===== src/rtl/synth_pkg.sv =====
// Shared types and defaults for the polyphonic voice allocator.
package synth_pkg;

    localparam int NOTE_W_DEFAULT = 7;

    typedef enum logic [1:0] {
        IDLE,
        SCAN,
        COMMIT
    } alloc_state_t;

    typedef struct packed {
        logic                      on;
        logic [NOTE_W_DEFAULT-1:0] note;
    } note_event_t;

    // Outcome of the COMMIT cycle for the event in flight.
    typedef enum logic [2:0] {
        ACT_NONE,
        ACT_RETRIG,
        ACT_LOAD,
        ACT_RELEASE,
        ACT_DROP
    } commit_act_t;

endpackage


===== src/rtl/voice_age_tracker.sv =====
// Least-recently-allocated tracker: ages form a permutation of 0..NUM_VOICES-1,
// the allocated voice becomes youngest and the voice at the top age is the oldest.
module voice_age_tracker #(
    parameter int NUM_VOICES = 4
) (
    input  logic                          Clk,
    input  logic                          Reset_n,
    input  logic                          alloc_i,
    input  logic [$clog2(NUM_VOICES)-1:0] alloc_idx_i,
    output logic [$clog2(NUM_VOICES)-1:0] oldest_o
);

    localparam int IDX_W = $clog2(NUM_VOICES);

    logic [IDX_W-1:0] age_q [NUM_VOICES];

    always_ff @(posedge Clk or negedge Reset_n) begin
        if (!Reset_n) begin
            for (int i = 0; i < NUM_VOICES; i++) begin
                age_q[i] <= IDX_W'(i);
            end
        end else if (alloc_i) begin
            for (int i = 0; i < NUM_VOICES; i++) begin
                if (IDX_W'(i) == alloc_idx_i) begin
                    age_q[i] <= '0;
                end else if (age_q[i] < age_q[alloc_idx_i]) begin
                    age_q[i] <= age_q[i] + IDX_W'(1);
                end
            end
        end
    end

    always_comb begin
        oldest_o = '0;
        for (int i = 0; i < NUM_VOICES; i++) begin
            if (age_q[i] == IDX_W'(NUM_VOICES - 1)) begin
                oldest_o = IDX_W'(i);
            end
        end
    end

endmodule


===== src/rtl/voice_allocator.sv =====
// Note-event scheduler for the NCO/ADSR voice bank: retrigger, else free voice, else
// (with VOICE_STEAL_EN defined) steal the oldest voice; otherwise the event is dropped.
module voice_allocator
    import synth_pkg::*;
#(
    parameter int NUM_VOICES = 4,
    parameter int NOTE_W     = NOTE_W_DEFAULT
) (
    input  logic                         Clk,
    input  logic                         Reset_n,
    input  logic                         ev_valid,
    output logic                         ev_ready,
    input  logic                         ev_on,
    input  logic [NOTE_W-1:0]            ev_note,
    output logic [NUM_VOICES*NOTE_W-1:0] voice_note,
    output logic [NUM_VOICES-1:0]        voice_key_on,
    output logic [NUM_VOICES-1:0]        voice_load,
    output logic                         ev_dropped
);

    localparam int               IDX_W    = $clog2(NUM_VOICES);
    localparam logic [IDX_W-1:0] LAST_IDX = IDX_W'(NUM_VOICES - 1);

    alloc_state_t          state_q;
    logic [IDX_W-1:0]      idx_q;
    logic                  ev_on_q;
    logic [NOTE_W-1:0]     ev_note_q;
    logic                  match_found_q, free_found_q;
    logic [IDX_W-1:0]      match_idx_q, free_idx_q;
    logic [NOTE_W-1:0]     note_q [NUM_VOICES];
    logic [NUM_VOICES-1:0] key_on_q, load_q;
    logic                  ready_q, dropped_q;

    commit_act_t           act;
    logic [IDX_W-1:0]      tgt;
    logic                  alloc;

`ifdef VOICE_STEAL_EN
    logic [IDX_W-1:0]      oldest_idx;

    voice_age_tracker #(.NUM_VOICES(NUM_VOICES)) u_age (
        .Clk        (Clk),
        .Reset_n    (Reset_n),
        .alloc_i    (alloc),
        .alloc_idx_i(tgt),
        .oldest_o   (oldest_idx)
    );
`endif

    // NOTE: every output of a combinational block gets a default first so no path leaves it unassigned (no latch).
    always_comb begin
        act = ACT_NONE;
        tgt = '0;
        if (state_q == COMMIT) begin
            if (ev_on_q) begin
                if (match_found_q) begin
                    act = ACT_RETRIG;
                    tgt = match_idx_q;
                end else if (free_found_q) begin
                    act = ACT_LOAD;
                    tgt = free_idx_q;
                end else begin
`ifdef VOICE_STEAL_EN
                    act = ACT_LOAD;
                    tgt = oldest_idx;
`else
                    act = ACT_DROP;
`endif
                end
            end else if (match_found_q) begin
                act = ACT_RELEASE;
                tgt = match_idx_q;
            end else begin
                act = ACT_DROP;
            end
        end
    end

    assign alloc = (act == ACT_RETRIG) || (act == ACT_LOAD);

    // NOTE: the per-voice note registers are reset too, because voice_note must read zero out of reset.
    always_ff @(posedge Clk or negedge Reset_n) begin
        if (!Reset_n) begin
            state_q       <= IDLE;
            idx_q         <= '0;
            ev_on_q       <= 1'b0;
            ev_note_q     <= '0;
            match_found_q <= 1'b0;
            free_found_q  <= 1'b0;
            match_idx_q   <= '0;
            free_idx_q    <= '0;
            key_on_q      <= '0;
            load_q        <= '0;
            ready_q       <= 1'b0;
            dropped_q     <= 1'b0;
            for (int i = 0; i < NUM_VOICES; i++) begin
                note_q[i] <= '0;
            end
        end else begin
            // NOTE: non-blocking defaults make the pulses one cycle wide; a later assignment in the same edge wins.
            load_q    <= '0;
            dropped_q <= 1'b0;
            unique case (state_q)
                IDLE: begin
                    ready_q <= 1'b1;
                    if (ev_valid && ready_q) begin
                        ev_on_q       <= ev_on;
                        ev_note_q     <= ev_note;
                        match_found_q <= 1'b0;
                        free_found_q  <= 1'b0;
                        match_idx_q   <= '0;
                        free_idx_q    <= '0;
                        idx_q         <= '0;
                        ready_q       <= 1'b0;
                        state_q       <= SCAN;
                    end
                end
                SCAN: begin
                    if (!match_found_q && key_on_q[idx_q] && (note_q[idx_q] == ev_note_q)) begin
                        match_found_q <= 1'b1;
                        match_idx_q   <= idx_q;
                    end
                    if (!free_found_q && !key_on_q[idx_q]) begin
                        free_found_q <= 1'b1;
                        free_idx_q   <= idx_q;
                    end
                    idx_q <= idx_q + IDX_W'(1);
                    if (idx_q == LAST_IDX) begin
                        state_q <= COMMIT;
                    end
                end
                COMMIT: begin
                    unique case (act)
                        ACT_RETRIG: load_q[tgt] <= 1'b1;
                        ACT_LOAD: begin
                            note_q[tgt]   <= ev_note_q;
                            key_on_q[tgt] <= 1'b1;
                            load_q[tgt]   <= 1'b1;
                        end
                        ACT_RELEASE: key_on_q[tgt] <= 1'b0;
                        ACT_DROP:    dropped_q     <= 1'b1;
                        default: ;
                    endcase
                    state_q <= IDLE;
                end
                default: state_q <= IDLE;
            endcase
        end
    end

    for (genvar v = 0; v < NUM_VOICES; v++) begin : g_pack
        assign voice_note[v*NOTE_W +: NOTE_W] = note_q[v];
    end

    assign ev_ready     = ready_q;
    assign voice_key_on = key_on_q;
    assign voice_load   = load_q;
    assign ev_dropped   = dropped_q;

endmodule


===== config.mk =====
export PLATFORM = sky130hd
export DESIGN_NAME = voice_allocator
export DESIGN_NICKNAME = d
export VERILOG_FILES = /design/src/rtl/synth_pkg.sv /design/src/rtl/voice_age_tracker.sv /design/src/rtl/voice_allocator.sv
export SDC_FILE = /design/constraint.sdc
export NUM_CORES = 1
export LEC_CHECK = 0
export BUFFER_PORTS_ARGS = -buffer_cell sky130_fd_sc_hd__buf_2
export CORE_MARGIN = 1
export CORE_UTILIZATION = 59
export CTS_CLUSTER_SIZE = 12
export DETAILED_ROUTE_END_ITERATION = 8
export GPL_TIMING_DRIVEN = 0
export PLACE_DENSITY_LB_ADDON = 0.15
export SLEW_MARGIN = 5
export SYNTH_ARGS = -nofsm -noshare
export SYNTH_HDL_FRONTEND = slang
export SYNTH_SLANG_ARGS = --single-unit

===== constraint.sdc =====
create_clock -name Clk -period 3.4 [get_ports Clk]
set_input_delay 0.85 -clock Clk [delete_from_list [all_inputs] [get_ports Clk]]
set_output_delay 0.85 -clock Clk [all_outputs]
set_load 0.1 [all_outputs]

# Yosys cells after proc, flatten, opt, wreduce, memory -nomap -nowiden
# Index checks and enable logic that the tools add are counted.
dict set report word_totals {
  inputBits 11
  out_inout_bits 38
  mem_bits_ro 0
  wordCells 100
  mem_count 0
  ram_bits 0
  reg_bits 56
  latch_bits 0
}
dict set report op_classes {
  div_mod_pow 0
  magnitude_cmp 6
  n_shift 0
  add_sub_neg 1
  n_reduce_logical 20
  bitwise 5
  eq_ne 12
  mux 40
  mul 0
}
# cell count
set ops {}
lappend ops {{$bwmux 28} 1}
lappend ops {{$mux 7} 3}
lappend ops {{$mux 2} 10}
lappend ops {{$pmux 2 s2} 4}
lappend ops {{$mux 3} 5}
lappend ops {{$bmux 7 s2} 1}
lappend ops {{$demux 7 s2} 1}
lappend ops {{$reduce_and 2->1} 5}
lappend ops {{$mux 1} 8}
lappend ops {{$mux 4} 2}
lappend ops {{$ne 2x2->1 const B} 4}
lappend ops {{$pmux 4 s2} 1}
lappend ops {{$eq 7x7->1} 1}
lappend ops {{$eq 3x2->1 const B} 2}
lappend ops {{$ge 3x3->1 const B} 2}
lappend ops {{$logic_and 1x1->1} 6}
lappend ops {{$lt 2x3->1 const B} 2}
lappend ops {{$not 2->3} 2}
lappend ops {{$reduce_and 3->1} 2}
lappend ops {{$and 4x4->4} 1}
lappend ops {{$eq 2x2->1 const B} 2}
lappend ops {{$not 4->4} 1}
lappend ops {{$or 4x4->4} 1}
lappend ops {{$pmux 1 s2} 2}
lappend ops {{other kinds (12)} 15}

# Depth between registers and ports, before layout
dict set report logic_depth {
  depth_word 11
  mapped_depth 8
  depth_no_buf 6
}

# Least setup slack after synthesis
# OpenSTA, ideal clock, no wires.
dict set report synth_path {
  path_type {flip-flop to flip-flop}
  from {reg note_q (netlist bit voice_note[24])}
  to {reg match_idx_q[0]}
  arrival_time_ps 2201
  path_slack_ps 1120
  n_path_buf 0
  path_stages_with_launch 6
  setup_time_ps 79
  t_required_ps 3321
  synth_period_minus_slack_ps 2280
  path_cell_list {dfrtp_1 -> mux2i_1 -> a311oi_1 -> o2111ai_1 -> a2111oi_4 -> mux2i_1}
}
dict set report synth_via {
  elab_chain_len 7
}
# element line_no
set synth_lines {}
lappend synth_lines {{start, declared} voice_allocator.sv:30} ;# logic [NOTE_W-1:0] note_q [NUM_VOICES];
lappend synth_lines {{start signal, assigned by index} voice_allocator.sv:136} ;# note_q[tgt] <= ev_note_q;
lappend synth_lines {{$bmux 7 s2} voice_allocator.sv:119} ;# if (!match_found_q && key_on_q[idx_q] && (note_q[idx_q] == ev_note_q)) begin
lappend synth_lines {{$mux 7 (implied by the code) (2 in a row)} voice_allocator.sv:119}
lappend synth_lines {{$eq 7x7->1} voice_allocator.sv:119}
lappend synth_lines {{$logic_and 1x1->1} voice_allocator.sv:119}
lappend synth_lines {{$ne 2x2->1 (no line)} n/a}
lappend synth_lines {{$reduce_and 3->1 (no line)} n/a}
lappend synth_lines {{end signal, assigned} voice_allocator.sv:121} ;# match_idx_q <= idx_q;
lappend synth_lines {{end, declared} voice_allocator.sv:29} ;# logic [IDX_W-1:0] match_idx_q, free_idx_q;
# No other way between the ends. The select of a mux whose other input is x is not followed.
# A chain may end at the register's enable or synchronous reset.

# Worst setup path in the final report
dict set report layout_path {
  from {reg state_q[1]}
  to {reg note_q (netlist bit voice_note[0])}
}
dict set report layout_via {
  elab_chain_len 8
  elab_cells_between_ends 12
  classes_between {2 x order compare; 2 x eq/ne; 5 x mux; 1 x bitwise; 2 x reduce/logical}
}
# element line_no
set layout_lines {}
lappend layout_lines {{start, declared} voice_allocator.sv:24} ;# alloc_state_t state_q;
lappend layout_lines {{start signal, assigned} voice_allocator.sv:84} ;# state_q <= IDLE;
lappend layout_lines {{start signal, assigned} voice_allocator.sv:115} ;# state_q <= SCAN;
lappend layout_lines {{start signal, assigned} voice_allocator.sv:129} ;# state_q <= COMMIT;
lappend layout_lines {{$eq 2x2->1 *} {voice_allocator.sv:54, voice_allocator.sv:103}}
lappend layout_lines {{$mux 2} voice_allocator.sv:54} ;# if (state_q == COMMIT) begin
lappend layout_lines {{$not 2->3 (implied by the code)} voice_allocator.sv:136}
lappend layout_lines {{$ge 3x3->1 (implied by the code) or $lt 3x1->1 (tied branches)} voice_allocator.sv:136}
lappend layout_lines {{$logic_and 1x1->1 (implied by the code)} voice_allocator.sv:136}
lappend layout_lines {{$mux 7 (implied by the code)} voice_allocator.sv:136}
lappend layout_lines {{$demux 7 s2} voice_allocator.sv:136}
lappend layout_lines {{$bwmux 28} voice_allocator.sv:136}
# Mark *: on every way between the ends. The rest lies on a longest branch, timed or not.

==> summary.txt <==
Routing
  – # DRC: 0
  – Routed WL: 4.94 mm
  – Via/cell ratio: 5.64
  – Detailed-route via count: 1691
  – Wire per inst: 16.5 um
  – 1st-pass router iterations: 4
  – Routed Antenna Nets: 0
  – Iter 0 DRT Violations: 145

Place
  – Placed Area: 2880 um2
  – # port buffers: 48
  – DP HPWL: 3.40 mm
  – DP Cell Count: 292
  – GPL Wtd Cong: 0.763

Critical path
  – Worst-path fanout max: 9
  – CP Capture Type: register
  – Setup crit start kind: register
  – Critical Setup Path Class: register to register
  – Crit-path slowest cell: nand3_1
  – Crit path DAT: 2400 ps
  – CP top delay family: simple AND/OR/NAND/NOR gates
  – Critical Path RT: 3610 ps
  – Critical Path Max Stage Delay: 490 ps
  – Cells along the critical path: or3b_4 > nor2_8 > a22oi_1 > nand3_1 > mux2_2
  – Bufs and invs on worst path: 0

CTS
  – Latest clock arrival within the worst-skew pair: 310 ps
  – Clk sinks: 56
  – CTS tree: done
  – Post-CTS Resized: 0
  – H-Tree Level Count: 2
  – Cts bufs inserted: 5
  – Clock-pin transition on the worst setup and hold timing paths: 100 ps
  – Setup bufs post-CTS: 0
  – CTS Root Cell: clkbuf_8
  – Post-cts hold buffer count: 0
  – Maximum clock path buffer count: 2

Final layout
  – ANT cells: 0
  – Fraction of layout cells with a size suffix above 1: 41.2%
  – Post-route design area: 2980 um2
  – Commonest non-fill, non-tap cell in the layout: dfrtp_1
  – Most frequent cells in the layout: dfrtp_1 (56), buf_2 (49), mux2_2 (37), nand2_1 (13), mux2i_1 (12)
  – Fill cells: 309
  – Final net count: 261
  – Area delta synth->final: 15.5%
  – Final cell count without fillers: 300
  – Layout Utilization: 72.9%

STA
  – Worst-Margin Slew: 709 ps
  – Relative slew slack: 52.8%
  – Post-layout min period: 2200 ps
  – Fin crit share: 64.6%
  – Final-report hold violation count: 0
  – Fin Clk Skew: 10.7 ps
  – Count of final setup violators: 0
  – Max Slew Vio Count: 0
  – Max Freq: 456 MHz
  – RSZ-0062 raised after global routing: no
  – Final setup TNS: 0 ps

Global route
  – Initial antenna violation count: 0
  – First-pass GRT wire length: 7.57 mm
  – Overflow after GRT: 0
  – Largest net degree at the start of global routing: 57
  – Total Routing Usage GR: 23.5%
  – Vias in the first global route: 1490

Yosys
  – Post-synthesis cell area: 2580 um2
  – Post-synth top flop: dfrtp_1
  – Sequential area share after synthesis: 54.3%
  – Flops & latches, synth: 56
  – Synth top area share: 54.3%
  – Post-synth ARST share: 100%
  – Synth area leaders: dfrtp_1 (54%), mux2_2 (16%), mux2i_1 (4.7%), mux4_1 (3.1%), xnor2_1 (2.4%)
  – Yosys top cell by area: dfrtp_1
  – Number of synthesized flops with an enable pin: 0
  – Synthesis warning total: 0
  – Gate Count Post-Synth: 194
  – Syn avg cell area: 13.3 um2
  – Mapped Nets: 206
  – Post-synth cell types: 39

Power
  – Power per Cell Area: 805 nW/um2
  – Peak VDD IR: 0.000447 V
  – Leakage: 1.54 nW

Job
  – Max Cap Violations: 0

Floorplan
  – Die Span Y: 68.1 um
  – Starting Density: 63.2%
  – Core area: 4090 um2
  – Die width: 68.1 um
  – IO Pins: 49
  – # rows: 23
  – Die outline area: 4640 um2

Worst hold path
  – Worst hold-check path type: register to register

Status
  – Status: complete, no violations
## power by group
group / switching, mW / internal, mW / leakage (nW)
Clock: 0.212 / 0.166 / 0.0445
Sequential: 0.123 / 0.802 / 0.746
Combinational: 0.739 / 0.357 / 0.745
Total: 1.07 / 1.33 / 1.54
## per-stage QoR
step	setup WS, ps	power [mW]	hold slack (ps)
5_1_grt	1070	2.53	547
4_1_cts	1220	2.42	521
3_5_place_dp	1230	2.04	498
6_report	1200	2.40	518
2_1_floorplan	1120	1.82	467
3_3_place_gp	1280	2.02	490
## Yosys cell counts, drive strengths merged, types with 2 or more instances
cell type   n
buf         7
nand2      15
nand2b      2
nor2        5
clkbuf      3
a22o        2
nor2b       2
xnor2       7
a22oi       4
nor3        6
inv         3
o21ai       4
mux2       37
nand3       4
and2        2
mux2i      12
o22ai       2
dfrtp      56
a21oi       4
mux4        3
o21a        2
## path summary, 6_finish.rpt
kind / startpoint / to / slack (ps) / depth (start not counted)
max: state_q[1] / voice_note[0] / 1200 / 5
min: ev_ready / ev_ready / 520 / 1
max reg2reg: state_q[1] / voice_note[0] / 1200 / 5
min reg2reg: ev_ready / ev_ready / 520 / 1
max in group asynchronous: Reset_n / free_idx_q[1] / 2350 / 1
min in group asynchronous: Reset_n / async pin / 580 / 1
## per-layer routing
layer	global-route usage, %	share of wire, %	vias to the layer above
met2	34.3	46	44
met3	4.33	4.3	7
met1	33.7	48	828
met4	10.9	1.5	0
li1	-	-	812
met5	0	0	-
## final cells by class
cell class | instances | area (um2) | share of cell area (%)
sequential | 56 | 1400 | 47.0
clock inverter | 1 | 7.51 | 0.252
tap | 50 | 62.6 | 2.10
timing repair buffer | 48 | 243 | 8.14
multi-input combinational | 125 | 1100 | 36.8
clock buffer | 7 | 86.3 | 2.90
buffer | 10 | 72.6 | 2.43
inverter | 3 | 11.3 | 0.378
## flip-flops by register name, summed over array words and instances, names as in the netlist, named ones only
name / cells
state_q: 2
free_found_q: 1
idx_q: 2
ev_ready: 1
ev_dropped: 1
voice_note: 28
match_idx_q: 2
ev_on_q: 1
free_idx_q: 2
match_found_q: 1
voice_load: 4
ev_note_q: 7
## cells by family after synthesis
logic type	synth area share, %
buffers and inverters	3.25
XOR/XNOR	2.38
AND/OR/NAND/NOR	8.39
AO/OA/AOI/OAI	7.37
adder cells (fa/ha/maj)	0.485
flip-flops	54.3
multiplexers	23.8
No activity file was read; power rests on OpenSTA's default activity.
